`src/rtl/bcd_disp_pkg.sv`:
```
// Shared constants for the multiplexed BCD seven-segment display path.
package bcd_disp_pkg;

    localparam int unsigned NUM_DIGITS = 5;
    localparam int unsigned DIGIT_W    = 4;
    localparam int unsigned BCD_W      = NUM_DIGITS * DIGIT_W;
    localparam int unsigned SEG_W      = 7;

    // Active-high segment patterns, bit order {g,f,e,d,c,b,a}
    localparam logic [SEG_W-1:0] SEG_0   = 7'h3F;
    localparam logic [SEG_W-1:0] SEG_1   = 7'h06;
    localparam logic [SEG_W-1:0] SEG_2   = 7'h5B;
    localparam logic [SEG_W-1:0] SEG_3   = 7'h4F;
    localparam logic [SEG_W-1:0] SEG_4   = 7'h66;
    localparam logic [SEG_W-1:0] SEG_5   = 7'h6D;
    localparam logic [SEG_W-1:0] SEG_6   = 7'h7D;
    localparam logic [SEG_W-1:0] SEG_7   = 7'h07;
    localparam logic [SEG_W-1:0] SEG_8   = 7'h7F;
    localparam logic [SEG_W-1:0] SEG_9   = 7'h6F;
    localparam logic [SEG_W-1:0] SEG_ERR = 7'h79;
    localparam logic [SEG_W-1:0] SEG_OFF = 7'h00;

endpackage

```
`src/rtl/seg7_decode.sv`:
```
// Combinational BCD nibble to active-high seven-segment pattern; non-BCD shows "E".
module seg7_decode
    import bcd_disp_pkg::*;
(
    input  logic [3:0] nib,
    output logic [6:0] pattern_c
);

    // Nibble lookup, invalid codes fall through to the error glyph
    always_comb begin
        pattern_c = SEG_ERR;
        case (nib)
            4'd0:    pattern_c = SEG_0;
            4'd1:    pattern_c = SEG_1;
            4'd2:    pattern_c = SEG_2;
            4'd3:    pattern_c = SEG_3;
            4'd4:    pattern_c = SEG_4;
            4'd5:    pattern_c = SEG_5;
            4'd6:    pattern_c = SEG_6;
            4'd7:    pattern_c = SEG_7;
            4'd8:    pattern_c = SEG_8;
            4'd9:    pattern_c = SEG_9;
            default: pattern_c = SEG_ERR;
        endcase
    end

endmodule

```
`src/rtl/bcd_7seg_scan.sv`:
```
// Five-digit time-multiplexed seven-segment driver with guard cycle and leading-zero blanking.
module bcd_7seg_scan
    import bcd_disp_pkg::*;
#(
    parameter int unsigned REFRESH_DIV    = 50000,
    parameter int unsigned SEG_ACTIVE_LOW = 1,
    parameter int unsigned AN_ACTIVE_LOW  = 1
)
(
    input  logic        clk,
    input  logic        rst,
    input  logic [19:0] bcd_in,
    input  logic        load,
    input  logic        blank_lz,
    output logic [6:0]  seg,
    output logic [4:0]  an
);

    localparam int unsigned CNT_W = 20;
    localparam int unsigned IDX_W = 3;

    localparam logic [CNT_W-1:0]      CNT_LAST = CNT_W'(REFRESH_DIV - 1);
    localparam logic [IDX_W-1:0]      IDX_LAST = IDX_W'(NUM_DIGITS - 1);
    localparam logic [SEG_W-1:0]      SEG_POL  = (SEG_ACTIVE_LOW != 0) ? {SEG_W{1'b1}} : {SEG_W{1'b0}};
    localparam logic [NUM_DIGITS-1:0] AN_POL   = (AN_ACTIVE_LOW != 0) ? {NUM_DIGITS{1'b1}} : {NUM_DIGITS{1'b0}};

    logic [BCD_W-1:0]      bcd_reg;
    logic [CNT_W-1:0]      cnt;
    logic [CNT_W-1:0]      cnt_nxt;
    logic [IDX_W-1:0]      idx;
    logic [IDX_W-1:0]      idx_nxt;

    logic [DIGIT_W-1:0]    nib [NUM_DIGITS];
    logic [NUM_DIGITS-1:0] blank;
    logic                  zero_above;
    logic [DIGIT_W-1:0]    cur_nib;
    logic                  cur_blank;
    logic [NUM_DIGITS-1:0] an_sel;
    logic [SEG_W-1:0]      pattern_c;
    logic [SEG_W-1:0]      seg_int;
    logic [NUM_DIGITS-1:0] an_int;
    logic [SEG_W-1:0]      seg_nxt;
    logic [NUM_DIGITS-1:0] an_nxt;

    // Split the captured BCD word into per-digit nibbles
    always_comb begin
        for (int k = 0; k < NUM_DIGITS; k++) begin
            nib[k] = bcd_reg[k*DIGIT_W +: DIGIT_W];
        end
    end

    // A digit is blanked when it and every higher digit are zero; digit 0 always shows
    always_comb begin
        zero_above = 1'b1;
        blank      = '0;
        for (int k = NUM_DIGITS - 1; k >= 0; k--) begin
            zero_above = zero_above && (nib[k] == '0);
            if (k != 0) begin
                blank[k] = blank_lz && zero_above;
            end
        end
    end

    // Select the nibble, blank flag and anode for the digit currently being scanned
    always_comb begin
        cur_nib   = '0;
        cur_blank = 1'b0;
        an_sel    = '0;
        for (int k = 0; k < NUM_DIGITS; k++) begin
            if (idx == IDX_W'(k)) begin
                cur_nib   = nib[k];
                cur_blank = blank[k];
                an_sel[k] = 1'b1;
            end
        end
    end

    seg7_decode u_decode (
        .nib       (cur_nib),
        .pattern_c (pattern_c)
    );

    // Slot counter / digit index advance and guarded, polarity-adjusted output values
    always_comb begin
        cnt_nxt = cnt + CNT_W'(1);
        idx_nxt = idx;
        if (cnt == CNT_LAST) begin
            cnt_nxt = '0;
            idx_nxt = (idx == IDX_LAST) ? '0 : idx + IDX_W'(1);
        end

        seg_int = SEG_OFF;
        an_int  = '0;
        if (cnt != '0) begin
            an_int = an_sel;
            if (!cur_blank) begin
                seg_int = pattern_c;
            end
        end
        seg_nxt = seg_int ^ SEG_POL;
        an_nxt  = an_int ^ AN_POL;
    end

    // State and output registers; reset wins over load and scan
    always_ff @(posedge clk) begin
        if (rst) begin
            bcd_reg <= '0;
            cnt     <= '0;
            idx     <= '0;
            seg     <= SEG_OFF ^ SEG_POL;
            an      <= AN_POL;
        end else begin
            cnt <= cnt_nxt;
            idx <= idx_nxt;
            if (load) begin
                bcd_reg <= bcd_in;
            end
            seg <= seg_nxt;
            an  <= an_nxt;
        end
    end

endmodule
```
`config.mk`:
```
export PLATFORM = sky130hd
export DESIGN_NAME = bcd_7seg_scan
export DESIGN_NICKNAME = d
export VERILOG_FILES = /design/src/rtl/bcd_disp_pkg.sv /design/src/rtl/seg7_decode.sv /design/src/rtl/bcd_7seg_scan.sv
export SDC_FILE = /design/constraint.sdc
export NUM_CORES = 1
export LEC_CHECK = 0
export ABC_AREA = 0
export ABC_CLOCK_PERIOD_IN_PS = 6050
export BUFFER_PORTS_ARGS = -buffer_cell sky130_fd_sc_hd__buf_2
export CAP_MARGIN = 20
export CORE_MARGIN = 1.5
export CORE_UTILIZATION = 50
export DETAILED_ROUTE_END_ITERATION = 6
export PLACE_DENSITY = 0.73
export SLEW_MARGIN = 30
export SYNTH_ARGS = -nofsm -noshare
export SYNTH_HDL_FRONTEND = slang
export SYNTH_SLANG_ARGS = --single-unit
```
`constraint.sdc`:
```
create_clock -name clk -period 6.05 [get_ports clk]
set_clock_uncertainty 0.15 [all_clocks]
set_input_delay 0.9075 -clock clk [delete_from_list [all_inputs] [get_ports clk]]
set_output_delay 0.9075 -clock clk [all_outputs]
set_load 0.05 [all_outputs]
```
Word-level counts from Yosys, hierarchy flattened --
Memory sizes are Yosys's and may differ from the RTL's. Index checks and enable logic that the tools add are counted. W data, S select, Z words.
Operators by class: divide/modulo/power cells 0, add/subtract/negate cells 2, shifts and indexed selects 0, magnitude comparators 0, eq/ne operators 5, multiplexer cells 18, bitwise operators 2, multiply operators 0, reductions and logical operators 14
Operator list (count):
- $add A20 B1 Y20 const B | 1
- $eq A20 B16 Y1 const B | 1
- $mux W4 | 5
- $reduce_bool A20 Y1 | 1
- $logic_not A4 Y1 | 4
- $mux W7 | 2
- $mux W1 | 9
- $logic_and A1 B1 Y1 | 7
- $not A7 Y7 | 1
- $eq A3 B2 Y1 const B | 2
- $mux W5 | 1
- $not A5 Y5 | 1
- $add A3 B1 Y3 const B | 1
- $eq A3 B1 Y1 const B | 1
- $eq A3 B3 Y1 const B | 1
- $logic_not A3 Y1 | 1
- $mux W3 | 1
- $reduce_or A2 Y1 | 1
Word-level totals: memory bits (writable) 0, word-level logic and storage cells 47, bits in registers 55, memory bits (read-only) 112, memories kept 1, latch bits 0
Memories:
- (no name shown) | depth 16, bits a word 7, read ports 1, clocked after memory_dff 0, wr ports 0, RTL line seg7_decode.sv:12 | case (nib)

Depth between registers and ports, before layout --
depth in word-level cells 12, depth in mapped cells 10

Cells and area by module --
From an unflattened synthesis, not the netlist that was laid out.
Second synthesis, totals: cells, all modules 293, area, all modules 2673.8 µm²
Modules (own cells, without submodules):
- bcd_7seg_scan | instances 1, seq. area each 1101.1 µm², cells each 267, area an instance 2483.6 µm²
- seg7_decode | instances 1, seq. area each 0.0 µm², cells each 26, area an instance 190.2 µm²

Worst setup path after synthesis --
OpenSTA, ideal clock, no wires.
path type register to register, start reg idx[0], end reg seg[4], cell stages (with the launch flop) 11, path slack 3.685 ns, arrival 2.151 ns, buffers on the path 1, required time 5.836 ns, period minus slack after synthesis 2.365 ns, setup time 0.064 ns, cells stage by stage dfxtp_1 -> inv_1 -> ha_1 -> and2_1 -> buf_2 -> nor3_4 -> a211oi_1 -> inv_1 -> ha_1 -> or3_1 -> nand4_1
Between the ends: word-level cells in the longest chain between the ends 10, elaborated cells between the ends (all ways) 18, those cells by class eq/ne: 4; mux: 11; bitwise: 1; reduce/logical: 1; memory: 1
Ends and longest elaborated chain:
- start: declaration | RTL line bcd_7seg_scan.sv:30 | logic [IDX_W-1:0] idx;
- start signal: assignment | RTL line bcd_7seg_scan.sv:114 | idx <= idx_nxt;
- $logic_not A3 Y1 | RTL line bcd_7seg_scan.sv:70 | if (idx == IDX_W'(k)) begin
- $mux W4 (5 in series) | RTL line bcd_7seg_scan.sv:70
- $mem_v2 Z16 W7
- $mux W7 (*) | RTL line bcd_7seg_scan.sv:96 | if (!cur_blank) begin
- $mux W7 (*) | RTL line bcd_7seg_scan.sv:94 | if (cnt != '0) begin
- $not A7 Y7 (no line) (*)
- end signal: assignment | RTL line bcd_7seg_scan.sv:110 | seg <= SEG_OFF ^ SEG_POL;
- end signal: assignment | RTL line bcd_7seg_scan.sv:118 | seg <= seg_nxt;
- end: declaration | RTL line bcd_7seg_scan.sv:15 | output logic [6:0] seg,
Every way passes the cells marked *; elsewhere a longest branch is shown, timed or not. A chain may end at the register's enable or synchronous reset.

Worst setup path in the final report --
Ends and elaborated chain as after synthesis.

==> impl_results.md <==
- Crit path max fanout: 9
- Max Root-Sink Buffers: 2
- Setup CP Type: reg -> reg
- Library cells used by synthesis: 46
- Pwr dens: 232 nW/um2
- Max-cap violations: 0
- ANT nets after route: 0
- Synth area leaders: dfxtp_1 (43%), mux2i_1 (9.8%), nor2_1 (7.5%)
- Mapped cell area: approximately 2600 um2
- Placed inst area: 2760 um2
- Global route total overflow: 0
- R2R Path Start: idx[0]
- Critical path launch point: idx[0]
- Setup crit end kind: flop
- Avg WL per Cell: 12.4 um
- Sequential fraction of the synthesis area: 0.429
- RSZ-0062 raised after global routing: no
- Slew Viols, Final: 0
- CP top delay family: simple AND/OR/NAND/NOR gates
- Clock period minus worst slack: 2.67 ns
- Row cnt: 25
- Register Area: 1100 um2
- CTS tree: done
- Worst EP required: 6.15 ns
- Multi-input logic area: 1350 um2
- IO Port Bufs: 35
- Share of cells above drive strength 1: 0.176
- Reg-to-reg setup timing slack: 3.38 ns
- Fmax: 0.375 GHz
- EDFF count, synth: 0
- Top cell type's share of synthesized area: 0.429
- # fillers: 422
- Area growth syn-to-layout: 10.7%
- Endpoints failing setup: 0
- CP Capture Point: seg[4]
- Warnings from Yosys: 0
- Total CTS buffers: 5
- Worst path cell trace: inv_1, ha_1, and2_1, o31ai_1, a211oi_1, inv_1, ha_1, or3_1, nand4_1
- First-pass GRT wire length: 7880 um
- Crit path DAT: between 2 and 3 ns
- Post_cts resized: 0
- Post-route cell area: 2840 um2
- Die H: roughly 75 um
- Register bit total from synthesis: 55
- Largest net degree at the start of global routing: 26
- Fin. Hold Viols: 0
- Clock transition at the registers of the reported paths: approximately 0.090 ns
- Vias: about 1900
- Initial core utilization: 0.529
- # Post-CTS Setup Buffers: 0
- Leading area contributor after synthesis: dfxtp_1
- Final WL: 4650 um
- Worst IR Drop VDD: 0.000110 V
- CTS root buffer: clkbuf_8
- Diode count: 0
- Most common flop cell mapped by yosys: dfxtp_1
- Max transition margin: 0.527
- Vias per cell: 5.10
- Nets@finish: 341
- Syn nets: 311
- DP Wirelength: 3440 um
- Critical R2R Capture: seg[4]
- Die Wd: 74.6 um
- Post-Syn Instances: between 200 and 300
- Worst path slowest cell: a211oi_1
- Initial antenna violation count: 0
- Status: complete, no violations
- Share of flip-flops with an asynchronous set or reset: 0
- Syn Area/Cell: roughly 9.3 um2
- Die Area: 5570 um2
- Leakage: 1.15 nW
- List of most frequent post-synthesis cells: dfxtp_1 (55), nor2_1 (51), mux2i_1 (25), inv_1 (13)
- # H-tree levels: 2
- Core Footprint: 4850 um2
- Critical path depth: 9
- Final TNS setup: 0 ns
- Hold Crit Class: reg -> reg
- Drt first pass iters: 4
- R2R cell count: 9
- Initial DRC count: approximately 130
- Later-pin clock latency in the skew report: slightly above 0.3 ns
- CP bufs+invs: 2
- Residual DRC: 0
- Final worst-path cycle share: 0.441
- Hold Buf Count CTS: 0
- Gr usage total: 0.188
- Most common cell in the synthesized netlist: dfxtp_1
- Worst path max stage delay: 0.41 ns
- Num ports: 36
- Number of global-route vias before repair: 1677
- Actual slew at the worst max-slew pin: 0.709 ns
- Worst Setup Start Kind: flop
- Clock Sink Count: 55
- GP Congestion: 0.828
metrics by stage:
stage	std cells	hold slack, ns	total power (W)	util	setup slack [ns]
floorplan	276	0.292	0.000455	-	3.69
global placement	366	0.312	0.000476	0.569	3.49
detailed placement	366	0.322	0.000477	0.569	3.40
CTS	374	0.345	0.000667	0.586	3.37
global route	374	0.396	0.000690	0.586	3.13
finish	374	0.341	0.000659	0.586	3.38
worst min path at each step:
stage | startpoint | to | slack [ns] | cells after the start
after floorplan | cnt[0] | cnt[0] | 0.29 | 1
after global placement | cnt[0] | cnt[0] | 0.31 | 1
after CTS | cnt[0] | cnt[0] | 0.35 | 1
after detailed placement | cnt[0] | cnt[0] | 0.32 | 1
after global routing | cnt[0] | cnt[0] | 0.40 | 1
final | cnt[0] | cnt[0] | 0.34 | 1
power breakdown:
group,total [W],switching [W],internal (W)
registers,0.000387,0.00000973,0.000377
clock network,0.000191,0.000110,0.0000814
logic,0.0000811,0.0000510,0.0000301
routing by layer:
metal	track usage	vias to the layer above	share of wire
met5	0	-	0
met3	0.0442	6	0.044
met1	0.268	848	0.52
li1	-	1007	-
met2	0.279	46	0.42
met4	0.0727	0	0.016
area by class of cell:
type	instances	share of cell area
clock buffer	7	0.0269
clock inverter	1	0.00176
inverter	13	0.0172
multi-input combinational	196	0.476
sequential	55	0.387
tap	67	0.0295
timing repair buffer	35	0.0616
cells in the final DEF (no fill, tap or decap), types with 2 or more instances in the layout:
cell      count
dfxtp_1      55
nor2_1       51
buf_2        35
mux2i_1      25
inv_1        13
xnor2_1      11
ha_1         11
nor4_1        9
nand2_1       9
xor2_1        7
nand3_1       6
nand4_1       6
nand3b_1      5
clkbuf_8      5
and2_1        4
a22oi_1       4
o31ai_1       4
nor3_1        4
o21ai_0       4
nor3_4        3
o21ai_1       3
a21oi_1       3
nor2b_1       2
a211oi_2      2
and3_1        2
nor2_2        2
clkbuf_1      2
logic make-up after synthesis:
| family | Yosys count | share of synthesized area |
|---|---|---|
| buffers and inverters | 25 | 0.0444 |
| DFF | 55 | 0.429 |
| adders and majority gates | 11 | 0.0536 |
| xor gates and xnor gates | 18 | 0.0614 |
| and+or+nand+nor | 116 | 0.243 |
| AOI/OAI and AO/OA | 26 | 0.0712 |
| muxes | 25 | 0.0975 |
No activity file was read; power rests on OpenSTA's default activity.
